## src/rtl/primitive_sr_bram_mtap_if.sv

```systemverilog
// Bus bundle for the multi-tap circular delay line: tick/write controls in,
// registered taps and pointer status out.
interface primitive_sr_bram_mtap_if #(
    parameter int WIDTH  = 8,
    parameter int LENGTH = 32,
    parameter int NTAPS  = 2
);
    localparam int PW = (LENGTH > 1) ? $clog2(LENGTH) : 1;

    logic                     i_CEN_n;
    logic                     i_CNTRRST;
    logic                     i_WR;
    logic [WIDTH-1:0]         i_D;
    logic [NTAPS*WIDTH-1:0]   o_Q_TAP;
    logic [PW-1:0]            o_PTR;
    logic                     o_WRAP;
    logic                     o_BUSY;

    modport master (
        output i_CEN_n, i_CNTRRST, i_WR, i_D,
        input  o_Q_TAP, o_PTR, o_WRAP, o_BUSY
    );

    modport slave (
        input  i_CEN_n, i_CNTRRST, i_WR, i_D,
        output o_Q_TAP, o_PTR, o_WRAP, o_BUSY
    );
endinterface

```

## src/rtl/primitive_sr_bram_mtap.sv

```systemverilog
// Multi-tap circular delay line on one RAM array. A single write pointer walks
// the ring on every tick; each tap reads at a fixed offset behind it. After
// reset an optional sweep zero-fills the ring so no stale contents leak out.
module primitive_sr_bram_mtap #(
    parameter int WIDTH      = 8,
    parameter int LENGTH     = 32,
    parameter int NTAPS      = 2,
    parameter int TAP0       = 1,
    parameter int TAP1       = 8,
    parameter int TAP2       = 16,
    parameter int TAP3       = LENGTH,
    parameter int INIT_CLEAR = 1
) (
    input  logic                   i_EMUCLK,
    input  logic                   i_RST,
    primitive_sr_bram_mtap_if.slave bus
);
    localparam int            PW   = (LENGTH > 1) ? $clog2(LENGTH) : 1;
    localparam logic [PW-1:0] LAST = PW'(LENGTH - 1);

    function automatic int tap_of(input int k);
        case (k)
            0:       return TAP0;
            1:       return TAP1;
            2:       return TAP2;
            default: return TAP3;
        endcase
    endfunction

    typedef enum logic {S_INIT, S_RUN} state_e;

    state_e                         state_q, state_d;
    logic [PW-1:0]                  ptr_q, ptr_d;
    logic [PW-1:0]                  clr_q, clr_d;
    logic                           wrap_q, wrap_d;
    logic                           busy_q, busy_d;
    logic [NTAPS-1:0][WIDTH-1:0]    q_q, q_d;
    logic [NTAPS-1:0][WIDTH-1:0]    rd_val;

    logic [WIDTH-1:0]               mem [LENGTH];
    logic                           mem_we;
    logic [PW-1:0]                  mem_waddr;
    logic [WIDTH-1:0]               mem_wdata;
    logic [WIDTH-1:0]               wval;

    // Value the current slot holds after this tick: new data or recirculated.
    assign wval = bus.i_WR ? bus.i_D : mem[ptr_q];

    // Per-tap read. A delay of 1 is the slot being written right now, so it
    // takes the forwarded write value (write-first). Any other delay reads an
    // older slot, which is never the write address; for delay LENGTH that is
    // the slot after p, read before it gets overwritten on the next tick.
    for (genvar k = 0; k < NTAPS; k++) begin : g_tap
        localparam int TK = tap_of(k);
        localparam int DK = TK - 1;
        if (TK == 1) begin : g_fwd
            assign rd_val[k] = wval;
        end else begin : g_rd
            logic [PW-1:0] raddr;
            // Offset subtraction modulo LENGTH without a divider.
            assign raddr = (ptr_q >= PW'(DK)) ? ptr_q - PW'(DK)
                                              : ptr_q + PW'(LENGTH - DK);
            assign rd_val[k] = mem[raddr];
        end
    end

    // Next-state: sweep in INIT, advance pointer and capture taps on ticks.
    always_comb begin
        state_d   = state_q;
        ptr_d     = ptr_q;
        clr_d     = clr_q;
        wrap_d    = wrap_q;
        busy_d    = busy_q;
        q_d       = q_q;
        mem_we    = 1'b0;
        mem_waddr = ptr_q;
        mem_wdata = bus.i_D;
        unique case (state_q)
            S_INIT: begin
                mem_we    = 1'b1;
                mem_waddr = clr_q;
                mem_wdata = '0;
                if (clr_q == LAST) begin
                    state_d = S_RUN;
                    busy_d  = 1'b0;
                    clr_d   = '0;
                end else begin
                    clr_d = clr_q + PW'(1);
                end
            end
            S_RUN: begin
                if (!bus.i_CEN_n) begin
                    mem_we = bus.i_WR;
                    q_d    = rd_val;
                    // The write above still lands on the old pointer.
                    ptr_d  = (bus.i_CNTRRST || ptr_q == LAST) ? '0 : ptr_q + PW'(1);
                    wrap_d = (ptr_d == '0);
                end
            end
            default: ;
        endcase
        // Reset wins over everything, including a pending RAM write.
        if (i_RST) mem_we = 1'b0;
    end

    // State and output registers with synchronous reset.
    always_ff @(posedge i_EMUCLK) begin
        if (i_RST) begin
            state_q <= (INIT_CLEAR != 0) ? S_INIT : S_RUN;
            ptr_q   <= '0;
            clr_q   <= '0;
            wrap_q  <= 1'b0;
            busy_q  <= (INIT_CLEAR != 0);
            q_q     <= '0;
        end else begin
            state_q <= state_d;
            ptr_q   <= ptr_d;
            clr_q   <= clr_d;
            wrap_q  <= wrap_d;
            busy_q  <= busy_d;
            q_q     <= q_d;
        end
    end

    // Ring storage: one write port, no reset (the sweep clears it).
    always_ff @(posedge i_EMUCLK) begin
        if (mem_we) mem[mem_waddr] <= mem_wdata;
    end

    assign bus.o_Q_TAP = q_q;
    assign bus.o_PTR   = ptr_q;
    assign bus.o_WRAP  = wrap_q;
    assign bus.o_BUSY  = busy_q;
endmodule
```

## src/flat_wrapper.sv

```systemverilog
// flat-port wrapper written by rule: the top's interface ports become plain ports
module primitive_sr_bram_mtap_flat 
#(
    parameter int WIDTH      = 8,
    parameter int LENGTH     = 32,
    parameter int NTAPS      = 2,
    parameter int TAP0       = 1,
    parameter int TAP1       = 8,
    parameter int TAP2       = 16,
    parameter int TAP3       = LENGTH,
    parameter int INIT_CLEAR = 1
)
  (i_EMUCLK, i_RST, bus_i_CEN_n, bus_i_CNTRRST, bus_i_WR, bus_i_D, bus_o_Q_TAP, bus_o_PTR, bus_o_WRAP, bus_o_BUSY);
  primitive_sr_bram_mtap_if #(.WIDTH(WIDTH), .LENGTH(LENGTH), .NTAPS(NTAPS)) bus_i ();
  input  logic i_EMUCLK;
  input  logic i_RST;
  input wire logic [$bits(bus_i.i_CEN_n)-1:0] bus_i_CEN_n;
  input wire logic [$bits(bus_i.i_CNTRRST)-1:0] bus_i_CNTRRST;
  input wire logic [$bits(bus_i.i_WR)-1:0] bus_i_WR;
  input wire logic [$bits(bus_i.i_D)-1:0] bus_i_D;
  output wire logic [$bits(bus_i.o_Q_TAP)-1:0] bus_o_Q_TAP;
  output wire logic [$bits(bus_i.o_PTR)-1:0] bus_o_PTR;
  output wire logic [$bits(bus_i.o_WRAP)-1:0] bus_o_WRAP;
  output wire logic [$bits(bus_i.o_BUSY)-1:0] bus_o_BUSY;
  assign bus_i.i_CEN_n = bus_i_CEN_n;
  assign bus_i.i_CNTRRST = bus_i_CNTRRST;
  assign bus_i.i_WR = bus_i_WR;
  assign bus_i.i_D = bus_i_D;
  assign bus_o_Q_TAP = bus_i.o_Q_TAP;
  assign bus_o_PTR = bus_i.o_PTR;
  assign bus_o_WRAP = bus_i.o_WRAP;
  assign bus_o_BUSY = bus_i.o_BUSY;
  primitive_sr_bram_mtap #(.WIDTH(WIDTH), .LENGTH(LENGTH), .NTAPS(NTAPS), .TAP0(TAP0), .TAP1(TAP1), .TAP2(TAP2), .TAP3(TAP3), .INIT_CLEAR(INIT_CLEAR)) u_core (.i_EMUCLK(i_EMUCLK), .i_RST(i_RST), .bus(bus_i));
endmodule
```

## config.mk

```make
export PLATFORM = sky130hd
export DESIGN_NAME = primitive_sr_bram_mtap_flat
export DESIGN_NICKNAME = d
export VERILOG_FILES = /design/src/rtl/primitive_sr_bram_mtap_if.sv /design/src/rtl/primitive_sr_bram_mtap.sv /design/src/flat_wrapper.sv
export SDC_FILE = /design/constraint.sdc
export NUM_CORES = 1
export LEC_CHECK = 0
export CAP_MARGIN = 0
export CELL_PAD_IN_SITES_DETAIL_PLACEMENT = 1
export CELL_PAD_IN_SITES_GLOBAL_PLACEMENT = 1
export CORE_MARGIN = 2
export CORE_UTILIZATION = 54
export CTS_CLUSTER_DIAMETER = 100
export DETAILED_ROUTE_END_ITERATION = 7
export PLACE_DENSITY = 0.86
export SYNTH_ARGS = -nofsm -noshare
export SYNTH_HDL_FRONTEND = slang
export SYNTH_SLANG_ARGS = --single-unit
```

## constraint.sdc

```tcl
create_clock -name i_EMUCLK -period 2.95 [get_ports i_EMUCLK]
set_input_delay 0.295 -clock i_EMUCLK [delete_from_list [all_inputs] [get_ports i_EMUCLK]]
set_output_delay 0.295 -clock i_EMUCLK [all_outputs]
set_load 0.05 [all_outputs]
```

==> flow_metrics.env <==
export IMPL_hold_viol_final=0
export IMPL_antenna_left=0
export IMPL_reg2regPathDepth=6
export IMPL_cts_root_buf="clkbuf_16"
export IMPL_end_kind="flip-flop"
export IMPL_slowest_delay_ns=1.00
export IMPL_fill_cells=2088
export IMPL_cts_repair_resized=0
export IMPL_pwr_share_comb_pct=2.2
export IMPL_relSlewSlack_pct=6.58
export IMPL_synth_edf_count=256
export IMPL_numPortBuffers=35
export IMPL_tns_ns=0
export IMPL_antenna_cells=0
export IMPL_async_reset_ff_share_pct=0
export IMPL_critPathLaunch="u_core.bus.o_PTR[2]"
export IMPL_clk_latency_ns=0.56
export IMPL_row_count=57
export IMPL_setup_viol=0
export IMPL_worstSetupPathType="reg -> reg"
export IMPL_cp_slowest_cell="o32ai_2"
export IMPL_antenna_found_initial=0
export IMPL_period_needed_ns=2.90
export IMPL_tightest_slew_ns=1.40
export IMPL_critPathMaxFanout=27
export IMPL_fin_crit_sh_pct=98.3
export IMPL_endpoint="u_core.bus.o_Q_TAP[6]"
export IMPL_r2r_end="u_core.bus.o_Q_TAP[6]"
export IMPL_ff2ff_setup_slack_ns=0.05
export IMPL_fin_nets=830
export IMPL_yosysSeqAreaShare_pct=62.1
export IMPL_ys_ff_latch=285
export IMPL_drv_cap=0
export IMPL_die_width_um=161
export IMPL_cts_post_setup_buffers_inserted=0
export IMPL_p_seq_share_pct=54.3
export IMPL_cpLargestDelayFamily="compound AO/OA/AOI/OAI gates"
export IMPL_grt_overflow=0
export IMPL_initial_core_util_pct=54.9
export IMPL_track_usage_pct=34.7
export IMPL_p_int_w=0.00632
export IMPL_seq_area_um2=8280
export IMPL_grt_pass1_wl_um=64500
export IMPL_syn_inst=734
export IMPL_post_route_cells_drive_above_1_share_pct=30.3
export IMPL_ys_flop_type="edfxtp_1"
export IMPL_die_h_um=161
export IMPL_worstPathRequired_ns=3.42
export IMPL_path_clk_slew_ns=0.06
export IMPL_crit_chain="buf_4, nor2b_1, a221o_1, o32ai_2, a32oi_1, o21ai_1"
export IMPL_p_sw_share_pct=21.7
export IMPL_grt_max_degree=51
export IMPL_rsz0062_at_grt="false"
export IMPL_worstSetupStartpointType="flip-flop"
export IMPL_first_global_vias=9243
export IMPL_min_path_type="reg -> reg"
export IMPL_p_leak_nw=4.95
export IMPL_multi_input_area_um2=4790
export IMPL_dp_cells=1107
export IMPL_fin_cells=1159
export IMPL_synth_nets=751
export IMPL_drc=0
export IMPL_vias=8872
export IMPL_power_share_clock_pct=43.5
export IMPL_r2r_start="u_core.bus.o_PTR[2]"
export IMPL_power_density_nw_per_um2=528
export IMPL_ir_worst_vdd_v=0.000344
export IMPL_cts_hold_buffers=0
export IMPL_crit_arrival_ns=3.38
export IMPL_cts_sinks=285
export IMPL_htreeDepth=1
export IMPL_drt_pass1_iter_count=8
export IMPL_avgSynthCellArea_um2=18.1
export IMPL_drt_wl_total_um=43800
export IMPL_drtIter0Drc=1578
export IMPL_ios=36
export IMPL_clockBufferDepth=3
export IMPL_synthDistinctLibCells=45
export IMPL_fp_dieArea_um2=25900
export IMPL_wl_per_cell_um=37.8
export IMPL_place_gp_congestion=0.899
export IMPL_status="completed"
export IMPL_core_um2=24200
export IMPL_cp_depth=6
export IMPL_drv_slew=0
export IMPL_ys_warn_count=0
export IMPL_cts_made_buffers=28
export IMPL_vias_per_cell=7.65
export IMPL_critPathBufInv=1
export IMPL_hpwlAfterDp_um=27400
export IMPL_timing_fmax_mhz=345
export IMPL_cts_tree="yes"
export IMPL_p_sw_w=0.00175
export IMPL_syn2layout_area_growth_pct=14.7
export IMPL_synth_area_um2=13300
export IMPL_fin_skew_ns=0.0157
==> power by group through the flow <==
stage | clock network, W | registers, W | logic (W)
finish | 0.00351 | 0.00438 | 0.000174
global route | 0.00365 | 0.00438 | 0.000179
CTS | 0.00353 | 0.00438 | 0.000166
detailed placement | 0 | 0.00446 | 0.000162
global placement | 0 | 0.00446 | 0.000154
floorplan | 0 | 0.00446 | 0.0000864
==> cells in the mapped netlist (9+ instances only) <==
library cell	n	share of area, %
o21ai_0	10	0.38
mux2i_1	45	3.4
nor2_1	54	1.5
clkbuf_1	9	0.25
edfxtp_1	256	58
nand3_1	10	0.38
buf_2	27	1.0
nand2_1	41	1.2
dfxtp_1	29	4.4
a32o_1	9	0.68
mux4_2	136	23
==> flip-flops by register name, indices dropped and copies added (netlist names) <==
signal              count
u_core.bus.o_WRAP       1
u_core.bus.o_PTR        5
u_core.clr_q            5
u_core.bus.o_Q_TAP     16
u_core.mem            256
u_core.state_q          1
u_core.bus.o_BUSY       1
==> layout by cell type, fill, tap and decap left out, drive strengths merged, types with 9 or more instances in the layout <==
| cell | netlist | final |
|---|---|---|
| edfxtp | 256 | 256 |
| mux2i | 45 | 45 |
| nand3 | 10 | 10 |
| clkbuf | 9 | 33 |
| a32o | 9 | 9 |
| nand2 | 41 | 41 |
| o21ai | 18 | 18 |
| mux4 | 136 | 136 |
| clkinv | 0 | 13 |
| nor2 | 54 | 54 |
| buf | 39 | 62 |
| clkdlybuf4s50 | 0 | 35 |
| dfxtp | 29 | 29 |
==> worst min-delay path by stage <==
stage                          start                     to  slack [ns]  cells after the start
5_1_grt        u_core.bus.o_Q_TAP[5]  u_core.bus.o_Q_TAP[5]        0.49                      2
4_1_cts            u_core.bus.o_BUSY      u_core.bus.o_BUSY        0.47                      1
2_1_floorplan             bus_i_D[6]  u_core.bus.o_Q_TAP[6]        0.46                      2
3_3_place_gp   u_core.bus.o_Q_TAP[5]  u_core.bus.o_Q_TAP[5]        0.44                      2
6_report           u_core.bus.o_BUSY      u_core.bus.o_BUSY        0.47                      1
3_5_place_dp       u_core.bus.o_BUSY      u_core.bus.o_BUSY        0.46                      1
==> layout make-up <==
type | count | share of cell area, %
sequential | 285 | 54.2
multi-input combinational | 397 | 31.4
timing repair buffer | 97 | 5.92
clock buffer | 33 | 4.85
tap | 324 | 2.65
clock inverter | 19 | 0.918
inverter | 4 | 0.0983
==> per-stage QoR <==
step	hold WS, ns	util, %	power (W)	setup WS [ns]	area (um^2)
CTS	0.470	63.0	0.00807	0.226	15300
finish	0.467	63.0	0.00806	0.0488	15300
detailed placement	0.455	59.3	0.00462	0.269	14400
global route	0.491	63.0	0.00821	0.0152	15300
floorplan	0.459	-	0.00454	0.185	13300
global placement	0.437	59.3	0.00461	0.423	14400
==> per-layer routing <==
metal	wire length (um)	share of wire (%)	vias up	global-route usage, %
met2	20300	46	858	54.1
met5	0	0	-	0
met3	5620	13	244	9.19
met4	3240	7.4	0	20.8
li1	-	-	3239	-
met1	14600	33	4531	44.4
==> cell families after synthesis <==
logic type | share of synthesized area, %
multiplexers | 26.6
adder cells (fa/ha/maj) | 0.376
XOR/XNOR | 0.451
buffers and inverters | 2.10
flip-flops | 62.1
AND/OR/NAND/NOR | 4.28
AO/OA/AOI/OAI | 4.13
Power figures use the tool's default switching activity.
